### config.mk
export PLATFORM = sky130hd
export DESIGN_NAME = cbd_stream_sampler
export DESIGN_NICKNAME = d
export VERILOG_FILES = /design/src/rtl/cbd_stream_sampler.sv
export SDC_FILE = /design/constraint.sdc
export NUM_CORES = 1
export LEC_CHECK = 0
export CAP_MARGIN = 20
export CELL_PAD_IN_SITES_DETAIL_PLACEMENT = 1
export CELL_PAD_IN_SITES_GLOBAL_PLACEMENT = 1
export CORE_ASPECT_RATIO = 2
export CORE_MARGIN = 2
export CORE_UTILIZATION = 51
export DETAILED_ROUTE_END_ITERATION = 12
export DONT_BUFFER_PORTS = 1
export GPL_TIMING_DRIVEN = 0
export PLACE_DENSITY_LB_ADDON = 0.1
export SETUP_SLACK_MARGIN = 0.3
export SYNTH_ARGS = -nofsm -noshare
export SYNTH_HDL_FRONTEND = slang
export SYNTH_SLANG_ARGS = --single-unit
### constraint.sdc
create_clock -name clk -period 5.7 [get_ports clk]
set_input_delay 0.855 -clock clk [delete_from_list [all_inputs] [get_ports clk]]
set_output_delay 0.855 -clock clk [all_outputs]
set_load 0.005 [all_outputs]
### src/rtl/cbd_stream_sampler.sv
// -----------------------------------------------------------------------------
// cbd_stream_sampler
//   Centered binomial distribution sampler. It turns a stream of PRF bytes into
//   NCOEFF noise coefficients, each of the form
//   popcount(ETA bits) - popcount(next ETA bits).
//   One start produces exactly one polynomial: 64*ETA bytes in, NCOEFF
//   coefficients out.
//
// Parameters
//   ETA     noise parameter, 2 or 3 (any other value fails elaboration)
//   NCOEFF  coefficients per polynomial (default 256)
//
// Ports
//   clk          rising-edge clock
//   reset        synchronous, active-high reset
//   start        begin one polynomial (honoured only in IDLE)
//   in_byte      PRF byte, qualified by in_valid / in_ready
//   in_valid     in_byte is valid
//   in_ready     sampler accepts in_byte this cycle
//   coeff        coefficient: 4-bit signed, or 12-bit mod 3329 with
//                CBD_MODQ_EN defined
//   coeff_idx    index of coeff within the polynomial
//   coeff_valid  coeff / coeff_idx valid
//   coeff_ready  downstream accepts coeff
//   busy         high while a polynomial is in progress
//   done         one-cycle pulse after the last coefficient handshake
//
// Build option
//   CBD_MODQ_EN  when defined, emit coefficients reduced mod q = 3329
// -----------------------------------------------------------------------------
module cbd_stream_sampler #(
    parameter int ETA    = 2,
    parameter int NCOEFF = 256,
`ifdef CBD_MODQ_EN
    localparam int CW    = 12
`else
    localparam int CW    = 4
`endif
) (
    input  logic          clk,
    input  logic          reset,
    input  logic          start,
    input  logic [7:0]    in_byte,
    input  logic          in_valid,
    output logic          in_ready,
    output logic [CW-1:0] coeff,
    output logic [7:0]    coeff_idx,
    output logic          coeff_valid,
    input  logic          coeff_ready,
    output logic          busy,
    output logic          done
);

    if (ETA != 2 && ETA != 3) begin : g_eta_check
        $error("cbd_stream_sampler: ETA must be 2 or 3");
    end

    localparam int unsigned ETA_U    = ETA;
    localparam logic [7:0]  NBYTES   = 8'(64 * ETA);
    localparam logic [4:0]  STEP     = 5'(2 * ETA);
    localparam logic [7:0]  LAST_IDX = 8'(NCOEFF - 1);

    typedef enum logic [1:0] {S_IDLE, S_RUN, S_DONE} state_t;

    state_t        state;
    logic [15:0]   bits;
    logic [4:0]    fill;
    logic [7:0]    bytes_taken;
    logic [8:0]    load_cnt;

    logic          take;
    logic          hs;
    logic          load;
    logic [15:0]   merged;
    logic [4:0]    mfill;
    logic [2:0]    pos_cnt;
    logic [2:0]    neg_cnt;
    logic [CW-1:0] coeff_next;

    assign in_ready = (state == S_RUN) && (bytes_taken < NBYTES) && (fill <= 5'd8);
    assign take     = in_valid && in_ready;
    assign hs       = coeff_valid && coeff_ready;

    // The incoming byte is merged ahead of the coefficient extraction so that a
    // byte completing 2*ETA bits can be sampled in the same cycle it arrives.
    // fill <= 8 whenever a byte is taken, so the merge never overflows 16 bits.
    always_comb begin
        merged = bits;
        mfill  = fill;
        if (take) begin
            merged = bits | (16'(in_byte) << fill);
            mfill  = fill + 5'd8;
        end

        pos_cnt = '0;
        neg_cnt = '0;
        for (int unsigned i = 0; i < ETA_U; i++) begin
            pos_cnt = pos_cnt + 3'(merged[i]);
            neg_cnt = neg_cnt + 3'(merged[ETA_U + i]);
        end

`ifdef CBD_MODQ_EN
        if (neg_cnt > pos_cnt)
            coeff_next = 12'd3329 - {9'd0, 3'(neg_cnt - pos_cnt)};
        else
            coeff_next = {9'd0, 3'(pos_cnt - neg_cnt)};
`else
        coeff_next = 4'({1'b0, pos_cnt}) - 4'({1'b0, neg_cnt});
`endif

        load = (state == S_RUN) && (mfill >= STEP) && (!coeff_valid || hs)
               && (load_cnt < 9'(NCOEFF));
    end

    always_ff @(posedge clk) begin
        if (reset) begin
            state       <= S_IDLE;
            bits        <= '0;
            fill        <= '0;
            bytes_taken <= '0;
            load_cnt    <= '0;
            coeff       <= '0;
            coeff_idx   <= '0;
            coeff_valid <= 1'b0;
            busy        <= 1'b0;
            done        <= 1'b0;
        end else begin
            case (state)
                S_IDLE: begin
                    if (start) begin
                        state       <= S_RUN;
                        busy        <= 1'b1;
                        bits        <= '0;
                        fill        <= '0;
                        bytes_taken <= '0;
                        load_cnt    <= '0;
                    end
                end
                S_RUN: begin
                    if (take)
                        bytes_taken <= bytes_taken + 8'd1;
                    if (load) begin
                        bits        <= merged >> (2 * ETA);
                        fill        <= mfill - STEP;
                        coeff       <= coeff_next;
                        coeff_idx   <= load_cnt[7:0];
                        coeff_valid <= 1'b1;
                        load_cnt    <= load_cnt + 9'd1;
                    end else begin
                        bits <= merged;
                        fill <= mfill;
                        if (hs)
                            coeff_valid <= 1'b0;
                    end
                    if (hs && coeff_idx == LAST_IDX) begin
                        state <= S_DONE;
                        busy  <= 1'b0;
                        done  <= 1'b1;
                    end
                end
                S_DONE: begin
                    state <= S_IDLE;
                    done  <= 1'b0;
                end
                default: state <= S_IDLE;
            endcase
        end
    end

endmodule

# Word level (Yosys, flattened, before mapping)
# Cells that the tools add are included.
op_classes:
  order_cmp: 4
  shifts: 1
  eq_ne: 7
  div: 0
  add_sub_neg: 7
  bitwise_logic: 1
  n_mux: 24
  mul: 0
  n_reduce_logical: 22
ops:
  columns: ["op", "n"]
  rows:
  - ["$mux W16", 3]
  - ["$pmux W16 S2", 1]
  - ["$mux W9", 2]
  - ["$pmux W9 S2", 1]
  - ["$mux W8", 2]
  - ["$or A16 B16 Y16", 1]
  - ["$pmux W8 S2", 1]
  - ["$shl A8 B5 Y16", 1]
  - ["$mux W5", 3]
  - ["$pmux W5 S2", 1]
  - ["$reduce_and A2 Y1", 5]
  - ["$add A9 B1 Y9 const B", 1]
  - ["$lt A9 B9 Y1 const B", 1]
  - ["$reduce_and A3 Y1", 3]
  - ["$add A8 B1 Y8 const B", 1]
  - ["$eq A8 B8 Y1 const B", 1]
  - ["$logic_and A1 B1 Y1", 8]
  - ["$lt A8 B8 Y1 const B", 1]
  - ["$ne A2 B2 Y1 const B", 3]
  - ["$reduce_bool A2 Y1", 3]
  - ["$add A5 B4 Y5 const B", 1]
  - ["$ge A5 B3 Y1 const B", 1]
  - ["$le A5 B4 Y1 const B", 1]
  - ["$mux W1", 5]
  - ["12 further kinds", 15]
totals:
  latch_bits: 0
  ram_bits: 0
  mem_bits_ro: 0
  regBits: 55
  memories: 0
  elab_cells: 76

# Longest topological paths before layout
# Gate-level depths: netlist of the first run.
logic_depth:
  ltp_word: 11
  ltp_mapped: 13
  mapped_depth_nobuf: 11

# Worst setup path before layout of the first run
# No wires, ideal clock.
synth_path:
  kind: "input to register"
  from: "in in_valid"
  to: "reg coeff[1]"
  t_arrival_ns: 2.810
  path_stages: 9
  setup_time_ns: 0.086
  path_buffers: 1
  slack_ns: 2.804
  path_cell_list: "nand4bb_1 buf_2 nor4_1 a21oi_1 fa_1 ha_1 inv_1 ha_1 a211oi_1"
synth_via:
  elab_chain_len: 7
  elab_cells_between_ends: 11
synth_rtl:
  columns: ["item", "line_no", "source"]
  rows:
  - ["from (decl)", "44", "input logic in_valid,"]
  - ["$logic_and A1 B1 Y1 (*)", "81", "assign take = in_valid && in_ready;"]
  - ["$mux W5", "90", "if (take) begin"]
  - ["$ge A5 B3 Y1", "111", "load = (state == S_RUN) && (mfill >= STEP) && (!coeff_valid || hs)"]
  - ["$logic_and A1 B1 Y1 (2 in a row)", "111", null]
  - ["$logic_and A1 B1 Y1", "112", "&& (load_cnt < 9'(NCOEFF));"]
  - ["$reduce_and A2 Y1 (no line)", null, null]
  - ["to (signal assigned)", "145", "coeff <= coeff_next;"]
  - ["to (decl)", "46", "output logic [CW-1:0] coeff,"]
# Every way passes the cells marked *; elsewhere a longest branch is shown, timed or not.
# A chain may end at the register's enable or synchronous reset.

# Worst setup path after layout of the first run
layout_path:
  from: "reg fill[4]"
  to: "reg coeff[1]"
layout_via:
  elab_chain_len: 9
  elab_cells_between_ends: 16
layout_rtl:
  columns: ["item", "line_no", "source"]
  rows:
  - ["from (decl)", "67", "logic [4:0] fill;"]
  - ["from (signal assigned)", "144", "fill <= mfill - STEP;"]
  - ["from (signal assigned)", "151", "fill <= mfill;"]
  - ["$le A5 B4 Y1", "80", "assign in_ready = (state == S_RUN) && (bytes_taken < NBYTES) && (fill <= 5'd8);"]
  - ["$logic_and A1 B1 Y1", "80", null]
  - ["$logic_and A1 B1 Y1", "81", null]
  - ["$mux W5", "90", null]
  - ["$ge A5 B3 Y1", "111", null]
  - ["$logic_and A1 B1 Y1 (2 in a row)", "111", null]
  - ["$logic_and A1 B1 Y1", "112", null]
  - ["$reduce_and A2 Y1 (no line)", null, null]
# Several ways; a longest one is shown, not always the timed one.

==> reports/results.ini, run 1 <==
[power_and_ir_drop]
power_mw = 0.688
ir_drop_uv = 204
power_density_nw_per_um2 = 246
p_leak_nw = 1.01

[synthesis]
yosysWarnings = 0
yosysTopAreaCell = dfxtp_1
synth_top_flop_cell = dfxtp_1
ys_seq_area_frac = 0.394
avgSynthCellArea_um2 = 8.41
synthArstFlopShare = 0
synth.cell_area_um2 = 2640
synth_cells = 314
synth_top_area_frac = 0.394
syn_nets = 335
ys_top_cells_by_area = dfxtp_1 39%, a21oi_1 6.1%, nor2_1 5.8%, nand2_1 4.8%, ha_1 3.3%
ys_types = 54
synth_edf_count = 0
ys_ff_latch = 52

[cells_and_area]
mostFrequentLayoutCell = dfxtp_1
antenna_cells = 0
drive_gt1_frac = 0.0935
synthToLayoutAreaGrowth_pct = 5.83
nNetsFinal = 342
fin_util = 0.554
final_cell_mix = 52 x dfxtp_1, 41 x nor2_1, 34 x nand2_1, 32 x a21oi_1, 13 x nor3_1

[worst_setup_path]
critPathLaunchType = flip-flop
crit_type = flip-flop to flip-flop
worstSetupEndpointType = flip-flop
critPathLaunch = fill[4]
cpMaxStageDelayCell = nor4_1
r2r_cells = 11
cp_cell_sequence = clkbuf_1 -> inv_1 -> ha_1 -> nand2b_1 -> nor4_1 -> a21oi_1 -> fa_1 -> ha_1 -> inv_1 -> ha_1 -> a211oi_1
critPathRequiredTime_ps = 5940
r2r_start = fill[4]
critical_path.max_fanout = 10
critPathArrivalTime_ps = 3540
worst_path_most_repeated_cell = ha_1
crit_path_max_incr_delay_ps = 610

[routing]
drtPass1Iterations = 4
vias = 2367
ant_nets = 0
finalWirelength_mm = 7.18
drcViolationCount = 0
via_per_inst = 6.25
drtIter0Drc = 67
wl_per_cell_um = 19.0

[timing]
rsz0062_at_grt = false
layout_worst_path_cycle_share = 0.578
fin_skew_ps = 12.3
setup_viol = 0
max_slew_margin = 0.479
slew_violations = 0
fin_tns_setup_ps = 0
fin_crit_ps = 3300
worstMarginPinSlew_ps = 774
hold_viol_final = 0
timing.hold.ws_ps = 476
max_freq_ghz = 0.303

[min_path]
holdCritPathClass = flip-flop to flip-flop
min_from = bits[6]
hold_depth = 1

[run_status]
status = finished, final reports clean

[floorplan]
die_area_um2 = 5810
coreArea_um2 = 5050
initial_core_util = 0.523
num_io_pins = 29
num_rows = 37
die_y_um = 106
die_w_um = 54.9

[clocking]
htree_levels = 2
clock_latency_ps = 320
cts_buffers = 5
clockBufferDepth = 2
cts_resized = 0
cts_tree = done
clk_pin_slew_ps = 100
clockRootBuffer = clkbuf_8
cts_setup_buffers = 0
clock_sinks = 52
postCtsHoldBufs = 0

[global_route]
track_usage = 0.276
grt_pass1_wl_mm = 11.5
overflow = 0
grt_max_degree = 16
grt_pass1_vias = 2407
grt_antenna_before_repair = 0

[placement]
hpwlAfterDp_mm = 5.50
routabilityCongestion = 0.848
port_buffers = 0

[job]
max-cap-violations = 0

[critical path, delay by kind of cell, from the launching register on]
| family | cells | cell delay, ps |
|---|---|---|
| AOI/OAI and AO/OA | 2 | 470 |
| DFF | 1 | 330 |
| and+or+nand+nor | 2 | 760 |
| adders and majority gates | 4 | 1250 |
| buffers and inverters | 3 | 410 |
[routing by layer]
| layer | track usage | vias up | wire [µm] |
|---|---|---|---|
| met5 | 0 | - | 0 |
| met4 | 0.114 | 0 | 227 |
| met3 | 0.0439 | 16 | 295 |
| met2 | 0.458 | 58 | 3740 |
| met1 | 0.333 | 1159 | 2920 |
| li1 | - | 1134 | - |
[final cells by class]
cell class | instances | area [µm²]
plain buffers | 19 | 93.8
inverters | 8 | 30.0
fillers | 620 | 2250
clock buffers | 5 | 68.8
flip-flops and latches | 52 | 1040
multi-input cells | 235 | 1480
clock inverters | 2 | 12.5
well taps | 58 | 72.6
[cell usage after synthesis, drive strengths merged, types with 3 or more instances]
master  instances
a22oi           4
xnor2           6
a31oi           5
nand4           5
a32o            4
dfxtp          52
ha              7
nand2          34
and3            3
clkbuf          8
o21ai          10
nand3           4
nor2           41
nor2b           5
nor3           13
a22o            8
a21o            4
or3             3
mux2            3
xor2            6
nor4            3
buf            11
a211oi          5
a21oi          33
inv             8
nand2b          7
[power breakdown]
| part | total (mW) | leakage [nW] | switching (mW) | internal (mW) |
|---|---|---|---|---|
| clock | 0.212 | 0.0400 | 0.128 | 0.0835 |
| sequential | 0.377 | 0.420 | 0.00687 | 0.370 |
| combinational | 0.0996 | 0.546 | 0.0665 | 0.0331 |
| total | 0.688 | 1.01 | 0.201 | 0.486 |
[logic make-up (layout without fill, tap and decap cells)]
group,after synthesis,after routing,share of synthesized area
buf+inv,27,34,0.0469
flops,52,52,0.394
simple gates,122,122,0.215
xor+xnor,12,12,0.0398
compound gates,89,89,0.247
mux,4,4,0.0166
fa+ha+maj,8,8,0.0407
[flip-flops by register name, indices dropped and copies added (netlist names)]
name / cells
bits: 16
load_cnt: 9
bytes_taken: 8
coeff_idx: 8
coeff: 3
fill: 3
state: 2
busy: 1
coeff_valid: 1
done: 1
[metrics by stage]
stage | setup slack (ps) | instances | area (µm²)
global placement | 2370 | 372 | 2710
floorplan | 2800 | 314 | 2640
global route | 2230 | 379 | 2800
detailed placement | 2330 | 372 | 2710
finish | 2400 | 379 | 2800
CTS | 2400 | 379 | 2800
[path summary, 6_finish.rpt]
check | to | slack (ps)
max reg2reg | coeff[1] | 2400
min | bits[6] | 480
min reg2reg | bits[6] | 480
max | coeff[1] | 2400
Power figures use the tool's default switching activity.
==> run 2: changes to the inputs <==
--- a/config.mk
+++ b/config.mk
@@ -5,12 +5,13 @@
 export SDC_FILE = /design/constraint.sdc
 export NUM_CORES = 1
 export LEC_CHECK = 0
+export ABC_AREA = 1
 export CAP_MARGIN = 20
 export CELL_PAD_IN_SITES_DETAIL_PLACEMENT = 1
 export CELL_PAD_IN_SITES_GLOBAL_PLACEMENT = 1
 export CORE_ASPECT_RATIO = 2
 export CORE_MARGIN = 2
-export CORE_UTILIZATION = 51
+export CORE_UTILIZATION = 45
 export DETAILED_ROUTE_END_ITERATION = 12
 export DONT_BUFFER_PORTS = 1
 export GPL_TIMING_DRIVEN = 0
==> constraint.sdc (replaced) <==
create_clock -name clk -period 3.3 [get_ports clk]
set_input_delay 0.495 -clock clk [delete_from_list [all_inputs] [get_ports clk]]
set_output_delay 0.495 -clock clk [all_outputs]
set_load 0.005 [all_outputs]
==> reports/results.ini, run 2 <==
[job]
max-cap-violations = 0  ; unchanged

[power_and_ir_drop]
p_leak_nw = 1.34  ; +33%
p_sw_frac = 0.264  ; -0.0284
ir_drop_uv = 345  ; +69%
p_comb_frac = 0.143  ; -0.002
seq_power_share = 0.440  ; -0.108
p_int_mw = 1.11  ; +130%
p_switching_mw = 0.400  ; +99%
power_density_nw_per_um2 = 482  ; +96%
pwr-share-clk = 0.417  ; +0.109

[synthesis]
ys_ff_latch = 52  ; unchanged
synth_top_area_frac = 0.368  ; -0.0257
syn_nets = 429  ; +28%
synth.most_common_cell = nand2_1
avgSynthCellArea_um2 = 6.92  ; -18%
yosysWarnings = 0  ; unchanged
ys_types = 37  ; -31%
synthArstFlopShare = 0  ; unchanged
synth_top_flop_cell = dfxtp_1
synth_cells = 408  ; +30%
synth_edf_count = 0  ; unchanged
ys_top_cells_by_area = dfxtp_1 37%, nand2_1 12%, nand3_1 8.3%, nor2_1 6.8%, a21oi_1 6.2%
synth.cell_area_um2 = 2830  ; +7.0%
yosysTopAreaCell = dfxtp_1
synth_commonest_cells = 88 x nand2_1, 52 x dfxtp_1, 51 x nor2_1, 47 x nand3_1, 38 x inv_1
ys_seq_area_frac = 0.368  ; -0.0257

[clocking]
cts_buffers = 5  ; unchanged
clock_latency_ps = 290  ; -30 ps
clock_sinks = 52  ; unchanged
cts_tree = done
postCtsHoldBufs = 0  ; unchanged
clk_pin_slew_ps = 70  ; -30 ps
clockBufferDepth = 2  ; unchanged
htree_levels = 2  ; unchanged
clockRootBuffer = clkbuf_16

[timing]
max_slew_margin = 0.618  ; +0.138
worstMarginPinSlew_ps = 574  ; -201 ps
hold_viol_final = 0  ; unchanged
layout_worst_path_cycle_share = 0.847  ; +0.269
rsz0062_at_grt = true
slew_violations = 0  ; unchanged
max_freq_ghz = 0.358  ; +18%
fin_tns_setup_ps = 0  ; unchanged
setup_viol = 0  ; unchanged
fin_crit_ps = 2800  ; -500 ps
fin_skew_ps = 3.29  ; -8.96 ps

[cells_and_area]
mostFrequentLayoutCell = nand2_1
drive_gt1_frac = 0.0839  ; -0.00953
antenna_cells = 0  ; unchanged
largest_register_ffs = 16  ; unchanged
final_cell_mix = 88 x nand2_1, 52 x dfxtp_1, 51 x nor2_1, 47 x nand3_1, 38 x inv_1
reg_top3 = bits: 16 flops, load_cnt: 9 flops
fin_util = 0.518  ; -0.0364
top_register = bits
nNetsFinal = 437  ; +28%
fin_cells = 501  ; +32%
synthToLayoutAreaGrowth_pct = 10.9

[worst_setup_path]
critPathArrivalTime_ps = 3010  ; -530 ps
cp_num_buf_inv = 4  ; +1
cp_cell_sequence = inv_2 -> ha_1 -> inv_1 -> nand2_2 -> nand3_4 -> nor2_1 -> a31oi_1 -> inv_1 -> fa_1 -> ha_1 -> inv_1 -> ha_1 -> a21oi_1
critPathTopFamily = adder cells
crit_type = flip-flop to flip-flop
critPathLaunchType = flip-flop
critical_path.max_fanout = 9  ; -1
worstSetupEndpointType = flip-flop
crit_path_max_incr_delay_ps = 440  ; -170 ps
critPathRequiredTime_ps = 3520  ; -2420 ps
cpMaxStageDelayCell = fa_1

[floorplan]
initial_core_util = 0.467  ; -0.0569
num_rows = 40  ; +8.1%
coreArea_um2 = 6060  ; +20%
die_area_um2 = 6970  ; +20%
die_w_um = 60.0  ; +9.4%
die_y_um = 116  ; +9.7%
num_io_pins = 29  ; unchanged

[routing]
drcViolationCount = 0  ; unchanged
vias = 2778  ; +17%
drtIter0Drc = 109  ; +63%
via_per_inst = 5.54  ; -11%
ant_nets = 0  ; unchanged
wl_per_cell_um = 16.8  ; -11%
finalWirelength_mm = 8.43  ; +17%
drtPass1Iterations = 4  ; unchanged

[run_status]
status = finished, final reports clean

[placement]
port_buffers = 0  ; unchanged
routabilityCongestion = 0.823  ; -2.9%
hpwlAfterDp_mm = 6.39  ; +16%
placed_cells = 492  ; +32%

[global_route]
grt_antenna_before_repair = 0  ; unchanged
grt_pass1_vias = 2978  ; +24%
grt_max_degree = 16  ; unchanged
overflow = 0  ; unchanged
track_usage = 0.268  ; -0.00790
grt_pass1_wl_mm = 14.1  ; +22%

[min_path]
holdCritPathClass = primary input to flip-flop

-- run 2: worst paths after layout --
| check | startpoint | to | slack (ps) | cells past startpoint |
|---|---|---|---|---|
| max | fill[4] | coeff[1] | 500 | 13 |
| min | reset | load_cnt[5] | 260 | 1 |
| max reg2reg | fill[4] | coeff[1] | 500 | 13 |
| min reg2reg | bits[8] | bits[8] | 460 | 2 |
-- run 2: logic make-up (layout without fill, tap and decap cells) --
logic type,count (synthesis),count (layout),synth area share
and+or+nand+nor,213,213,0.347
AOI/OAI and AO/OA,70,70,0.143
buffers and inverters,59,68,0.0850
DFF,52,52,0.368
adders and majority gates,8,8,0.0381
xor gates and xnor gates,6,6,0.0186
-- run 2: through the flow --
step           setup WS, ps  power, mW  hold slack (ps)  cell area (µm²)
2_1_floorplan           938      0.827              441             2830
3_3_place_gp            480      0.885              449             2930
3_5_place_dp            444      0.891              454             2930
4_1_cts                 361       1.53              254             3110
5_1_grt                 293       1.58              259             3130
6_report                504       1.51              262             3130
-- run 2: repair_timing --
item | CTS | global route
resized for setup | 0 | 2
buffers inserted | 0 | 1
endpoints found under the setup margin | 0 | 11
-- run 2: power by group through the flow --
stage | Combinational (mW) | Sequential (mW) | Clock [mW]
after floorplan | 0.152 | 0.675 | 0
after global placement | 0.206 | 0.679 | 0
after detailed placement | 0.211 | 0.680 | 0
after CTS | 0.213 | 0.666 | 0.647
after global routing | 0.244 | 0.668 | 0.668
final | 0.216 | 0.666 | 0.631
-- run 2: area by class of cell --
| type | count | area (µm²) |
|---|---|---|
| clock inverter | 1 | 30.0 |
| sequential | 52 | 1040 |
| clock buffer | 7 | 153 |
| buffer | 15 | 76.3 |
| tap | 84 | 105 |
| fill | 806 | 2920 |
| timing repair buffer | 1 | 20.0 |
| inverter | 44 | 165 |
| multi-input combinational | 297 | 1540 |
-- run 2: routing by layer --
layer	up-vias	track usage	routed length, µm
met5	-	0	0
met4	0	0.105	199
met3	14	0.0357	222
met2	56	0.508	4750
met1	1358	0.281	3260
li1	1350	-	-
==> run 3: changes to the inputs <==
==> constraint.sdc (replaced) <==
create_clock -name clk -period 2.8 [get_ports clk]
set_input_delay 0.42 -clock clk [delete_from_list [all_inputs] [get_ports clk]]
set_output_delay 0.42 -clock clk [all_outputs]
set_load 0.005 [all_outputs]
==> reports/results.ini, run 3 (synthesis results as in run 2) <==
[timing]
worstMarginPinSlew_ps = 587  ; +13.9 ps
max_slew_margin = 0.608  ; -0.00924
fin_tns_setup_ps = 0  ; unchanged
slew_violations = 0  ; unchanged
setup_viol = 0  ; unchanged
fin_skew_ps = 2.01  ; -1.28 ps
layout_worst_path_cycle_share = 0.864  ; +0.0161
hold_viol_final = 0  ; unchanged
timing.hold.ws_ps = 186  ; -76.3 ps
max_freq_ghz = 0.414  ; +16%
fin_crit_ps = 2420  ; -379 ps
rsz0062_at_grt = false

[placement]
hpwlAfterDp_mm = 6.39  ; unchanged
routabilityCongestion = 0.823  ; unchanged
port_buffers = 0  ; unchanged
place_area_um2 = 2930  ; unchanged

[power_and_ir_drop]
power_mw = 1.83  ; +21%
power_density_nw_per_um2 = 545  ; +13%
p_leak_nw = 1.41  ; +5.7%
ir_drop_uv = 402  ; +17%

[clocking]
clock_latency_ps = 290  ; about the same
cts_buffers = 5  ; unchanged
postCtsHoldBufs = 0  ; unchanged
clockBufferDepth = 2  ; unchanged
cts_tree = done
clk_pin_slew_ps = 70  ; about the same
clock_sinks = 52  ; unchanged
htree_levels = 2  ; unchanged
clockRootBuffer = clkbuf_16

[min_path]
hold_depth = 1  ; unchanged
hold_path_end = load_cnt[5]
holdCritPathClass = primary input to flip-flop
min_from = reset

[floorplan]
die_area_um2 = 6970  ; unchanged
initial_core_util = 0.467  ; unchanged
die_y_um = 116  ; unchanged
num_rows = 40  ; unchanged
die_w_um = 60.0  ; unchanged
num_io_pins = 29  ; unchanged
coreArea_um2 = 6060  ; unchanged

[cells_and_area]
final_cell_mix = 87 x nand2_1, 50 x dfxtp_1, 49 x nor2_1, 47 x nand3_1, 34 x a21oi_1
fin_util = 0.553  ; +0.0355
largest_register_ffs = 16  ; unchanged
post-route-cell-area_um2 = 3350  ; +6.9%
antenna_cells = 0  ; unchanged
synthToLayoutAreaGrowth_pct = 18.6
top_register = bits
nNetsFinal = 448  ; +2.5%
drive_gt1_frac = 0.154  ; +0.0703
mostFrequentLayoutCell = nand2_1
reg_top3 = bits: 16 flops, load_cnt: 9 flops

[global_route]
grt_pass1_wl_mm = 14.4  ; +2.4%
grt_max_degree = 16  ; unchanged
track_usage = 0.276  ; +0.00887
grt_pass1_vias = 3043  ; +2.2%
grt_antenna_before_repair = 0  ; unchanged
overflow = 0  ; unchanged

[run_status]
status = finished, final reports clean

[worst_setup_path]
r2r_start = fill[3]
r2r_cells = 12  ; -1
critPathLaunchType = flip-flop
worstSetupEndpointType = flip-flop
crit_type = flip-flop to flip-flop
critical_path.max_fanout = 7  ; -2
critPathArrivalTime_ps = 2590  ; -420 ps
r2r_end = coeff[1]
ff2ff_setup_slack_ps = 380  ; -120 ps
critPathRequiredTime_ps = 2980  ; -540 ps

[routing]
vias = 2849  ; +2.6%
via_per_inst = 5.56  ; +0.35%
drcViolationCount = 0  ; unchanged
ant_nets = 0  ; unchanged
drtIter0Drc = 107  ; -1.8%
drtPass1Iterations = 4  ; unchanged
wl_per_cell_um = 17.4  ; +3.4%
finalWirelength_mm = 8.91  ; +5.7%

[job]
max-cap-violations = 0  ; unchanged

run 3: cell count changes in the layout (fill, tap and decap cells not counted), sizes merged:
cell,previous run,this run
buf,8,19
run 3: worst max-delay path by stage:
stage / from / end / slack [ps] / depth (start not counted)
global placement: fill[3] / coeff[2] / -20 / 14
finish: fill[3] / coeff[1] / 380 / 12
global route: fill[3] / coeff[1] / 320 / 12
detailed placement: fill[3] / coeff[1] / -60 / 13
floorplan: fill[3] / coeff[1] / 440 / 13
CTS: fill[3] / coeff[1] / 280 / 13
run 3: what timing repair did:
| item | in CTS | in global routing |
|---|---|---|
| buffers inserted | 11 | 1 |
| gates resized for setup | 18 | 24 |
| setup endpoints to repair | 40 | 38 |
| pin swaps | 5 | 8 |
run 3: through the flow:
step           worst slack (ps)  instances
5_1_grt                     319        512
3_5_place_dp              -56.4        492
4_1_cts                     275        511
3_3_place_gp              -19.8        492
2_1_floorplan               438        408
6_report                    382        512
run 3: area by class of cell:
class | count | area, µm²
repair buffers | 12 | 103
well taps | 84 | 105
fillers | 790 | 2710
multi-input cells | 297 | 1640
inverters | 44 | 168
clock inverters | 1 | 30.0
plain buffers | 15 | 108
flip-flops and latches | 52 | 1050
clock buffers | 7 | 153
run 3: worst max-delay path, stage by stage (launching register included):
cell       delay (ps)
dfxtp_4           370
buf_4             110
nand3_2           110
nand2_4           120
nand3_4           150
clkbuf_16         210
o21ai_4           120
inv_2              60
fa_1              530
ha_2              180
inv_2              40
ha_4              250
a21oi_2            50
run 3: report_power, final:
group | switching (mW) | total, mW | leakage [nW] | internal (mW)
clock network | 0.272 | 0.743 | 0.0901 | 0.471
logic | 0.196 | 0.298 | 0.900 | 0.103
registers | 0.0226 | 0.784 | 0.422 | 0.761
run 3: routing by layer:
layer,vias to the layer above,global-route usage,wire (µm)
met5,-,0,0
met1,1398,0.282,3320
met4,0,0.144,391
met2,59,0.512,4950
met3,24,0.0435,241
li1,1368,-,-
